`config.mk`:
```
export PLATFORM = sky130hd
export DESIGN_NAME = i2s_dac_tx_flat
export DESIGN_NICKNAME = d
export VERILOG_FILES = /design/src/rtl/i2s_dac_tx_if.sv /design/src/rtl/i2s_dac_tx.sv /design/src/flat_wrapper.sv
export SDC_FILE = /design/constraint.sdc
export NUM_CORES = 1
export LEC_CHECK = 0
export ABC_AREA = 1
export BUFFER_PORTS_ARGS = -buffer_cell sky130_fd_sc_hd__clkbuf_2
export CAP_MARGIN = 20
export CORE_MARGIN = 1
export CORE_UTILIZATION = 45
export CTS_BUF_LIST = sky130_fd_sc_hd__clkbuf_16
export DETAILED_ROUTE_END_ITERATION = 12
export SYNTH_ARGS = -nofsm -noshare
export SYNTH_HDL_FRONTEND = slang
export SYNTH_SLANG_ARGS = --single-unit
```
`constraint.sdc`:
```
create_clock -name sample_clock -period 2.5 [get_ports sample_clock]
set_input_delay 0.25 -clock sample_clock [delete_from_list [all_inputs] [get_ports sample_clock]]
set_output_delay 0.25 -clock sample_clock [all_outputs]
set_load 0.01 [all_outputs]
```
`src/rtl/i2s_dac_tx_if.sv`:
```
// Sample handshake between the upstream filter output and the I2S DAC serializer.
// The master drives a left/right pair with valid; the slave returns ready.
interface i2s_dac_tx_if #(
    parameter int unsigned DATA_W = 16
) ();
    logic [DATA_W-1:0] sample_left;
    logic [DATA_W-1:0] sample_right;
    logic              sample_valid;
    logic              sample_ready;

    modport master (
        output sample_left,
        output sample_right,
        output sample_valid,
        input  sample_ready
    );

    modport slave (
        input  sample_left,
        input  sample_right,
        input  sample_valid,
        output sample_ready
    );
endinterface

```
`src/rtl/i2s_dac_tx.sv`:
```
// I2S DAC master: divides sample_clock into BCLK/LRCK and shifts one buffered left/right
// pair per frame out on dac_data, MSB first, one BCLK after each LRCK edge.
module i2s_dac_tx #(
    parameter int unsigned DATA_W    = 16,
    parameter int unsigned SLOT_BITS = 16,
    parameter int unsigned BCLK_DIV  = 6
) (
    input  logic        sample_clock,
    input  logic        reset,
    input  logic        enable,
    i2s_dac_tx_if.slave smp,
    output logic        dac_bclk,
    output logic        dac_lrck,
    output logic        dac_data,
    output logic        frame_start,
    output logic        underflow
);
    localparam int unsigned FRAME_BITS = 2 * SLOT_BITS;
    localparam int unsigned DIV_W      = $clog2(BCLK_DIV);
    localparam int unsigned BIT_W      = $clog2(FRAME_BITS);
    localparam logic [DIV_W-1:0] DIV_LAST   = DIV_W'(BCLK_DIV - 1);
    localparam logic [BIT_W-1:0] BIT_LAST   = BIT_W'(FRAME_BITS - 1);
    localparam logic [BIT_W-1:0] SLOT_FIRST = BIT_W'(SLOT_BITS);

    logic [DIV_W-1:0]      div_cnt;
    logic [BIT_W-1:0]      bit_cnt;
    logic [BIT_W-1:0]      bit_nxt;
    logic                  primed;
    logic [FRAME_BITS-1:0] frame_sr;
    logic [FRAME_BITS-1:0] load_word;
    logic [DATA_W-1:0]     buf_left;
    logic [DATA_W-1:0]     buf_right;
    logic                  buf_full;
    logic                  fall;
    logic                  load;
    logic                  capture;

    assign smp.sample_ready = ~buf_full;
    assign capture          = smp.sample_valid & ~buf_full;
    assign fall             = enable & dac_bclk & (div_cnt == DIV_LAST);
    // The first fall after enable/reset begins a frame instead of advancing bit_cnt.
    assign load             = fall & (~primed | (bit_cnt == BIT_LAST));
    assign bit_nxt          = bit_cnt + 1'b1;

    always_comb begin
        load_word = '0;
        if (buf_full) begin
            load_word[FRAME_BITS-1 -: DATA_W] = buf_left;
            load_word[SLOT_BITS-1 -: DATA_W]  = buf_right;
        end
    end

    always_ff @(posedge sample_clock) begin
        frame_start <= 1'b0;
        underflow   <= 1'b0;
        if (reset) begin
            div_cnt   <= '0;
            bit_cnt   <= '0;
            primed    <= 1'b0;
            frame_sr  <= '0;
            buf_left  <= '0;
            buf_right <= '0;
            buf_full  <= 1'b0;
            dac_bclk  <= 1'b0;
            dac_lrck  <= 1'b0;
            dac_data  <= 1'b0;
        end else begin
            // A capture only happens with the buffer empty, so it wins over a load's clear.
            if (capture) begin
                buf_left  <= smp.sample_left;
                buf_right <= smp.sample_right;
                buf_full  <= 1'b1;
            end else if (load) begin
                buf_full <= 1'b0;
            end

            if (!enable) begin
                div_cnt  <= '0;
                bit_cnt  <= '0;
                primed   <= 1'b0;
                frame_sr <= '0;
                dac_bclk <= 1'b0;
                dac_lrck <= 1'b0;
                dac_data <= 1'b0;
            end else begin
                if (div_cnt == DIV_LAST) begin
                    div_cnt  <= '0;
                    dac_bclk <= ~dac_bclk;
                end else begin
                    div_cnt <= div_cnt + 1'b1;
                end

                if (load) begin
                    // After 2*SLOT_BITS-1 shifts the MSB holds the previous frame's last bit.
                    dac_data    <= frame_sr[FRAME_BITS-1];
                    frame_sr    <= load_word;
                    bit_cnt     <= '0;
                    dac_lrck    <= 1'b0;
                    primed      <= 1'b1;
                    frame_start <= 1'b1;
                    underflow   <= ~buf_full;
                end else if (fall) begin
                    dac_data <= frame_sr[FRAME_BITS-1];
                    frame_sr <= {frame_sr[FRAME_BITS-2:0], 1'b0};
                    bit_cnt  <= bit_nxt;
                    dac_lrck <= (bit_nxt >= SLOT_FIRST);
                end
            end
        end
    end
endmodule

```
`src/flat_wrapper.sv`:
```
// flat-port wrapper written by rule: the top's interface ports become plain ports
module i2s_dac_tx_flat 
#(
    parameter int unsigned DATA_W    = 16,
    parameter int unsigned SLOT_BITS = 16,
    parameter int unsigned BCLK_DIV  = 6
)
  (sample_clock, reset, enable, dac_bclk, dac_lrck, dac_data, frame_start, underflow, smp_sample_left, smp_sample_right, smp_sample_valid, smp_sample_ready);
  i2s_dac_tx_if #(.DATA_W(DATA_W)) smp_i ();
  input  logic sample_clock;
  input  logic reset;
  input  logic enable;
  output logic dac_bclk;
  output logic dac_lrck;
  output logic dac_data;
  output logic frame_start;
  output logic underflow;
  input wire logic [$bits(smp_i.sample_left)-1:0] smp_sample_left;
  input wire logic [$bits(smp_i.sample_right)-1:0] smp_sample_right;
  input wire logic [$bits(smp_i.sample_valid)-1:0] smp_sample_valid;
  output wire logic [$bits(smp_i.sample_ready)-1:0] smp_sample_ready;
  assign smp_i.sample_left = smp_sample_left;
  assign smp_i.sample_right = smp_sample_right;
  assign smp_i.sample_valid = smp_sample_valid;
  assign smp_sample_ready = smp_i.sample_ready;
  i2s_dac_tx #(.DATA_W(DATA_W), .SLOT_BITS(SLOT_BITS), .BCLK_DIV(BCLK_DIV)) u_core (.sample_clock(sample_clock), .reset(reset), .enable(enable), .smp(smp_i), .dac_bclk(dac_bclk), .dac_lrck(dac_lrck), .dac_data(dac_data), .frame_start(frame_start), .underflow(underflow));
endmodule
```
==> metrics.cfg <==
[power_and_ir_drop]
p_seq_share_pct = 45.0
power.share.switching_pct = 20.7
power.clock.fraction_pct = 49.8
leakagePower_nw = 1.69
vdd_drop_max_mv = 0.392
fin_total_pwr_mw = 2.90
combPwrFrac_pct = 5.3
p_sw_mw = 0.600
p_int_mw = 2.30
powerDensity_nw_per_um2 = 765

[floorplanning]
initial_core_util_pct = 47.3
fp.dieH_microns = 87.2
dieArea_sq_um = 7610
io-pin-count = 42
core_region_area_sq_um = 6910
die_x_microns = 87.2
row_count = 30

[setup_path]
cp_max_fo = 19
cp_common_cell = nor2_1
r2r-start = u_core.bit_cnt[0]$_SDFFE_PP0P_
startpoint_type = flip-flop
startpoint = u_core.bit_cnt[0]$_SDFFE_PP0P_
arrival_ns = 2.13
slowest_stage = dfxtp_1
crit_family = simple AND/OR/NAND/NOR gates
end_kind = flip-flop
crit_buf_inv = 2
cp_slowest_stage_delay_ns = 0.36
crit_chain = ha_1, nand2_1, nor2_1, ha_1, inv_1, nand2_2, buf_4, nand3_1, nand2_1, nor2_1, nor2_1
path_class = reg -> reg
cp_data_required_time_ns = 2.75

[sta]
finalClockSkew_ns = 0.00657
whs_ns = 0.149
fin_tns_setup_ns = 0
setup_viol = 0
setup_slack_ns = 0.621
fin_crit_sh_pct = 75.2
tightestPinTransition_ns = 0.645
rsz0062_at_grt = false
finalHoldViolCount = 0
period_minus_slack_ns = 1.88
relSlewSlack_pct = 56.9
fmax_ghz = 0.532
final-max-slew-violation-count = 0

[cts]
post_cts_buffers = 0
clockRootBuffer = clkbuf_16
htreeDepth = 3
clk_path_buf_depth = 2
post_cts_resize_count = 0
cts_hold_buffers = 0
clk_latency_ns = 0.33
clk_pin_slew_ns = 0.06
cts_tree = built
numCtsBuffers = 9
clock-sinks = 78

[global_routing]
grt_usage_pct = 20.7
grt_pass1_wl_microns = 12200
grt_overflow = 0
grt_pass1_vias = 2561
grt_max_degree = 41
antenna_found_initial = 0

[layout]
fin_nets = 523
drive_gt1_share_pct = 15.2
nFillCells = 728
area_growth_pct = 15.8
insertedDiodeCount = 0

[place]
pre_cts_slack_ns = 0.639
gp_congestion = 0.738
portBuffers = 41
dp_hpwl_microns = 4300

[drt]
route.detailed.drc = 0
ant_nets = 0
drtIter0Drc = 178
viasPerCell = 4.84
wl_per_cell_microns = 12.4
routed_wl_microns = 7250
vias = 2820
first_pass_iters = 4

[synth]
syn-cell-area_sq_um = 3270
synth-seq-cells = 78
syn_nets = 493
ys_warn_count = 0
ys_seq_area_share_pct = 47.8
synthesis.instances = 453
ys_types = 22
syn_avg_cell_area_sq_um = 7.22

[run]
maxCapViolCount = 0

[status]
status = finished, final reports clean

[hold_path]
worstHoldPathType = in -> reg
hp-start = smp_sample_left[13]

## cells in the final DEF (no fill, tap or decap), drive strengths merged
master and instances:
nand2 145, dfxtp 78, nor2 76, clkbuf 50, a21oi 38, nand3 34, o21ai 32, inv 11
buf 8, ha 4, bufinv 3, xnor2 2, clkinv 2, nand3b 1, or2 1, nor3 1
xor2 1
## metal layers
| metal | global-route usage [%] | part of all wire (%) | up-vias |
|---|---|---|---|
| met3 | 4.45 | 4.5 | 4 |
| met1 | 30.5 | 52 | 1258 |
| met5 | 0 | 0 | - |
| met4 | 8.05 | 0.92 | 0 |
| met2 | 29.3 | 42 | 59 |
| li1 | - | - | 1499 |
## path summary, 6_finish.rpt
check	end	slack, ns	depth (start not counted)
max	u_core.frame_sr[7]$_SDFFE_PP0P_	0.62	11
min	u_core.buf_left[13]$_SDFFE_PP0P_	0.15	3
max reg2reg	u_core.frame_sr[7]$_SDFFE_PP0P_	0.62	11
min reg2reg	u_core.div_cnt[0]$_SDFF_PP0_	0.45	1
## sequential cells by signal, summed over array words and instances, names as in the netlist
name / flops
u_core.buf_full: 1
u_core.underflow: 1
u_core.frame_sr: 32
u_core.frame_start: 1
u_core.primed: 1
u_core.buf_left: 16
u_core.dac_bclk: 1
u_core.dac_data: 1
u_core.bit_cnt: 5
u_core.div_cnt: 3
u_core.buf_right: 16
## cell usage after synthesis
| library cell | n | area share [%] |
|---|---|---|
| nand2_1 | 140 | 16 |
| dfxtp_1 | 78 | 48 |
| nor2_1 | 73 | 8.4 |
| a21oi_1 | 38 | 5.8 |
| nand3_1 | 34 | 5.2 |
| o21ai_0 | 19 | 2.9 |
| buf_2 | 18 | 2.8 |
| o21ai_1 | 13 | 2.0 |
| buf_6 | 7 | 2.4 |
| inv_1 | 7 | 0.80 |
| nand2_2 | 5 | 0.96 |
| ha_1 | 4 | 1.5 |
| clkbuf_1 | 3 | 0.34 |
| inv_2 | 3 | 0.34 |
| buf_4 | 2 | 0.46 |
| nor2_4 | 2 | 0.69 |
| xnor2_1 | 2 | 0.54 |
| nand3b_1 | 1 | 0.23 |
| nor2_2 | 1 | 0.19 |
| nor3_1 | 1 | 0.15 |
| or2_2 | 1 | 0.19 |
| xor2_1 | 1 | 0.27 |
## layout make-up
cell class	count	area (sq um)	share of cell area, %
well taps	96	120	3.17
repair buffers	49	265	7.00
clock inverters	6	103	2.71
flip-flops and latches	78	1560	41.2
multi-input cells	335	1480	38.9
clock buffers	9	225	5.95
inverters	10	37.5	0.991
## power groups by stage
stage                     Clock [mW]  Sequential, mW  Combinational, mW
final                           1.44            1.30              0.152
after detailed placement           0            1.33              0.153
after floorplan                    0            1.32              0.113
after global placement             0            1.33              0.151
after CTS                       1.47            1.30              0.153
after global routing            1.53            1.31              0.173
## kinds of logic after synthesis
family,Yosys count,share of synthesized area [%]
simple gates,258,32.1
compound gates,70,10.7
flops,78,47.8
xor+xnor,3,0.804
fa+ha+maj,4,1.53
buf+inv,40,7.12
## stage by stage
| step | instances | utilization (%) | area (sq um) |
|---|---|---|---|
| after global placement | 568 | 50.1 | 3460 |
| after floorplan | 453 | - | 3270 |
| after global routing | 583 | 54.8 | 3790 |
| after detailed placement | 568 | 50.1 | 3460 |
| after CTS | 583 | 54.8 | 3790 |
| final | 583 | 54.8 | 3790 |
## worst min-delay path, delay by kind of cell
family | cells | cell delay [ns]
AOI/OAI and AO/OA | 1 | 0.05
buffers and inverters | 1 | 0.08
and+or+nand+nor | 1 | 0.05
(Power assumes the default switching activity.)
